==> src/rtl/div_sequencer.sv <==
// div_sequencer: request/response front-end for a free-running 32-cycle
// sequential divider. Divide-by-zero and signed overflow are answered
// locally; all other requests go through the divider.
//
//  state | meaning
//  ------+---------------------------------------------------------------
//  IDLE  | req_ready=1, waiting for a request
//  ARM   | div_* driven, waiting for the divider's ready pulse (load edge)
//  BUSY  | divider running, waiting for its next ready pulse (result edge)
//  RESP  | rsp_valid=1, payload held until rsp_ready
module div_sequencer #(
  parameter int TAG_W = 4
) (
  input  logic             clk,
  input  logic             rst,
  input  logic             req_valid,
  output logic             req_ready,
  input  logic [31:0]      req_dividend,
  input  logic [31:0]      req_divisor,
  input  logic             req_sign,
  input  logic [TAG_W-1:0] req_tag,
  output logic [31:0]      div_dividend,
  output logic [31:0]      div_divider,
  output logic             div_sign,
  input  logic             div_ready,
  input  logic [31:0]      div_quotient,
  input  logic [31:0]      div_remainder,
  output logic             rsp_valid,
  input  logic             rsp_ready,
  output logic [31:0]      rsp_quotient,
  output logic [31:0]      rsp_remainder,
  output logic [TAG_W-1:0] rsp_tag,
  output logic             rsp_dbz,
  output logic             rsp_ovf
);

  typedef enum logic [1:0] {IDLE, ARM, BUSY, RESP} state_t;

  state_t state, state_nxt;
  logic   busy_first;
  logic   accept;
  logic   is_dbz;
  logic   is_ovf;
  logic   load;
  logic   capture;

  assign accept  = (state == IDLE) && req_valid;
  assign is_dbz  = (req_divisor == 32'h0);
  assign is_ovf  = req_sign && (req_dividend == 32'h8000_0000) &&
                   (req_divisor == 32'hFFFF_FFFF);
  // The divider's ready is already low in the cycle after the load, but it is
  // masked anyway so a slow-falling ready can never be mistaken for the result.
  assign load    = (state == ARM) && div_ready;
  assign capture = (state == BUSY) && !busy_first && div_ready;

  assign req_ready = (state == IDLE);
  assign rsp_valid = (state == RESP);

  // State register.
  always_ff @(posedge clk or posedge rst) begin
    if (rst) state <= IDLE;
    else     state <= state_nxt;
  end

  // Next-state logic.
  always_comb begin
    state_nxt = state;
    case (state)
      IDLE: if (req_valid) state_nxt = (is_dbz || is_ovf) ? RESP : ARM;
      ARM:  if (div_ready) state_nxt = BUSY;
      BUSY: if (capture)   state_nxt = RESP;
      RESP: if (rsp_ready) state_nxt = IDLE;
      default:             state_nxt = IDLE;
    endcase
  end

  // Marks the first BUSY cycle, right after the divider load edge.
  always_ff @(posedge clk or posedge rst) begin
    if (rst) busy_first <= 1'b0;
    else     busy_first <= load;
  end

  // Divider operand registers; held constant from ARM through BUSY.
  always_ff @(posedge clk or posedge rst) begin
    if (rst) begin
      div_dividend <= 32'h0;
      div_divider  <= 32'h0;
      div_sign     <= 1'b0;
    end else if (accept && !is_dbz && !is_ovf) begin
      div_dividend <= req_dividend;
      div_divider  <= req_divisor;
      div_sign     <= req_sign;
    end
  end

  // Response payload: fast-path results at accept, divider results at capture.
  always_ff @(posedge clk or posedge rst) begin
    if (rst) begin
      rsp_quotient  <= 32'h0;
      rsp_remainder <= 32'h0;
      rsp_tag       <= '0;
      rsp_dbz       <= 1'b0;
      rsp_ovf       <= 1'b0;
    end else if (accept) begin
      rsp_tag <= req_tag;
      rsp_dbz <= is_dbz;
      rsp_ovf <= is_ovf && !is_dbz;
      if (is_dbz) begin
        rsp_quotient  <= 32'hFFFF_FFFF;
        rsp_remainder <= req_dividend;
      end else if (is_ovf) begin
        rsp_quotient  <= 32'h8000_0000;
        rsp_remainder <= 32'h0;
      end
    end else if (capture) begin
      rsp_quotient  <= div_quotient;
      rsp_remainder <= div_remainder;
    end
  end

endmodule

==> config.mk <==
export PLATFORM = sky130hd
export DESIGN_NAME = div_sequencer
export DESIGN_NICKNAME = d
export VERILOG_FILES = /design/src/rtl/div_sequencer.sv
export SDC_FILE = /design/constraint.sdc
export NUM_CORES = 1
export LEC_CHECK = 0
export CAP_MARGIN = 10
export CORE_UTILIZATION = 41
export CTS_BUF_LIST = sky130_fd_sc_hd__clkbuf_8 sky130_fd_sc_hd__clkbuf_16
export CTS_CLUSTER_SIZE = 24
export DETAILED_ROUTE_END_ITERATION = 10
export PLACE_DENSITY = 0.8
export SYNTH_ARGS = -nofsm -noshare
export SYNTH_HDL_FRONTEND = slang
export SYNTH_SLANG_ARGS = --single-unit
==> constraint.sdc <==
create_clock -name clk -period 4.8 [get_ports clk]
set_input_delay 0.48 -clock clk [delete_from_list [all_inputs] [get_ports clk]]
set_output_delay 0.48 -clock clk [all_outputs]
set_load 0.02 [all_outputs]
==> impl_metrics.yaml <==
global_route:
  grt-ovfl-total: 0
  grt_usage: 0.261
  grt_pass1_wl_um: 29000
  antenna_found_initial: 0
  grt_max_degree: 109
  grt_pass1_vias: 5270
synthesis:
  yosys_warnings: 0
  synth_seq_cells: 138
  synth_cell_type_count: 39
  syn_area_per_cell_um2: 12.9
  syn-cell-area_mm2: 0.00590
  ys.flop_type: "dfrtp_1"
  synthArstFlopShare: 1.00
  synth_nets: 601
  syn_inst: 458
  ys_seq_area_frac: 0.585
  synth_edf_count: 0
finish:
  layout.nets: 870
  final_cell_mix: "clkdlybuf4s50_1 (274), dfrtp_1 (138), mux2_1 (50), nand2_1 (40), o21ai_0 (33)"
  final_common_cell: "clkdlybuf4s50_1"
  num_antenna_cells: 0
  drive_gt1_frac: 0.0865
  areaGrowthSynthToFinish_pct: 59.6
  fillers: 1046
outcome:
  status: "finished clean"
clocking:
  cts_made_buffers: 17
  clk_pin_slew_ps: 60
  clock-sinks: 138
  cts_htree_levels: 4
  clock_latency_ps: 420
  root_buffer: "clkbuf_16"
  clk_path_buf_depth: 2
  cts_tree: "built"
  cts_setup_buffers: 0
  cts-hold-fix-buffers: 0
  ctsResizeCount: 0
power:
  power.internal_mw: 4.25
  power_switching_mw: 2.30
  p_leak_nw: 3.93
  pwr_density_cell_mw_per_mm2: 695
  power_frac_seq: 0.316
  ir_drop_mv: 0.342
  swShare: 0.351
  p_clk_frac: 0.218
  combinationalPowerShare: 0.466
sta:
  post-route-min-period_ps: 3240
  rsz0062_at_grt: "no"
  slew_headroom: 0.135
  clock_skew_ps: 6.12
  fmax_ghz: 0.309
  hold_ws_ps: 491
  tns_ps: 0
  hold_viol: 0
  fin_crit_sh: 0.675
  worstMarginPinSlew_ps: 1300
  setup_viol: 0
  drv_slew: 0
critical_path:
  cp_data_required_time_ps: 5100
  crit_arrival_ps: 3540
  worstPathCellList: "clkdlybuf4s50_1, or4b_1, nor4_1, nand3_1, nor4_1, or3_2, buf_12, mux2_2"
  crit_path_top_delay_cell: "or4b_1"
  critPathMaxFanout: 62
  cp-end-kind: "flip-flop"
  critPathKind: "input pin to flip-flop"
  critPathBufInv: 2
  cpMostUsedCell: "nor4_1"
  cp_slowest_stage_delay_ps: 540
  start_kind: "input pin"
  crit_family: "simple AND/OR/NAND/NOR gates"
drt:
  ant_nets: 0
  viasPerCell: 5.57
  wire_per_inst_um: 20.6
  vias: 5124
  drc_errors: 0
  postRouteWirelength_um: 19000
  dr.pass1.iters: 4
  drt-initial-drc-count: 291
floorplan:
  fp.dieW_um: 122
  pin_count: 275
  die-area_mm2: 0.0149
  die_h_um: 122
  start_util: 0.423
  core_mm2: 0.0139
  rows: 43
min_path:
  hp-class: "flip-flop to flip-flop"
place:
  io_buffers: 274
  place_congestion: 0.872
  post-dp-hpwl_um: 13900
job:
  maxCapViolCount: 0
## layout make-up
| type | count | area (µm²) | area share |
|---|---|---|---|
| clock buffers | 19 | 453 | 0.0481 |
| flip-flops and latches | 138 | 3450 | 0.367 |
| well taps | 180 | 225 | 0.0239 |
| multi-input cells | 284 | 2250 | 0.239 |
| inverters | 5 | 23.8 | 0.00252 |
| repair buffers | 281 | 2820 | 0.299 |
| clock inverters | 13 | 199 | 0.0211 |
## synth_stat cells (2+ instances only)
cell type | n | area, µm²
nand4b_1 | 3 | 26.3
buf_6 | 8 | 90.1
inv_1 | 5 | 18.8
nor2_1 | 7 | 26.3
mux2_1 | 50 | 563
clkbuf_1 | 17 | 63.8
dfrtp_1 | 138 | 3450
nor4_1 | 18 | 113
or4_1 | 3 | 22.5
mux2_2 | 19 | 214
nand2_1 | 40 | 150
ha_1 | 5 | 62.6
nand4_1 | 15 | 93.8
o21ai_0 | 33 | 165
a221o_1 | 31 | 310
a2bb2oi_1 | 32 | 280
or4b_1 | 2 | 20.0
nor3_1 | 4 | 20.0
a21oi_1 | 3 | 15.0
nand3_1 | 3 | 15.0
buf_4 | 4 | 30.0
## power groups by stage
stage | clock network [mW] | logic [mW] | registers (mW)
after floorplan | 0 | 0.875 | 2.72
after global placement | 0 | 3.00 | 2.04
after detailed placement | 0 | 3.06 | 2.07
after CTS | 1.45 | 3.08 | 2.07
after global routing | 1.50 | 3.22 | 2.13
final | 1.43 | 3.05 | 2.07
## kinds of logic after synthesis
family / Yosys count / synth area share
flip-flops: 138 / 0.585
multiplexers: 69 / 0.132
buffers and inverters: 36 / 0.0358
adder cells (fa/ha/maj): 5 / 0.0106
AND/OR/NAND/NOR: 106 / 0.0992
AO/OA/AOI/OAI: 104 / 0.137
## flip-flops by register name, summed over array words and instances, names as in the netlist, 2 cells and up
register / flops
rsp_tag: 4
div_dividend: 32
div_divider: 32
state: 2
rsp_remainder: 32
rsp_quotient: 32
## per-layer routing
metal  global-route usage  vias to the layer above  part of all wire
met5                    0                        -                 0
met4                0.101                        0             0.021
met3               0.0787                       31             0.080
met2                0.454                      233              0.51
met1                0.300                     2570              0.39
li1                     -                     2290                 -
## worst paths after layout
kind / from / to / slack [ps] / depth (start not counted)
setup / recovery: req_dividend[8] / div_dividend[17]$_DFFE_PP0P_ / 1560 / 8
hold / removal: div_dividend[30]$_DFFE_PP0P_ / div_dividend[30]$_DFFE_PP0P_ / 490 / 1
setup reg to reg: state[0]$_DFFE_PP0P_ / rsp_remainder[23]$_DFFE_PP0P_ / 1570 / 8
hold reg to reg: div_dividend[30]$_DFFE_PP0P_ / div_dividend[30]$_DFFE_PP0P_ / 490 / 1
max in group asynchronous: rst / rsp_quotient[28]$_DFFE_PP0P_ / 3120 / 3
min in group asynchronous: rst / rsp_quotient[3]$_DFFE_PP0P_ / 680 / 2
## worst register-to-register path, delay by kind of cell, from the launching register on
kind | cells | cell delay [ps]
AND/OR/NAND/NOR | 2 | 680
flip-flops | 1 | 400
AO/OA/AOI/OAI | 3 | 1220
buffers and inverters | 2 | 580
adder cells (fa/ha/maj) | 1 | 270
## through the flow
stage	total power [mW]	instances	worst slack [ps]	cell area [µm²]	utilization
global route	6.85	920	1330	9420	0.676
CTS	6.60	919	1530	9400	0.675
finish	6.55	920	1560	9420	0.676
floorplan	3.59	458	624	5900	-
global placement	5.05	887	1170	8750	0.628
detailed placement	5.13	887	1100	8750	0.628
No activity file was read; power rests on OpenSTA's default activity.
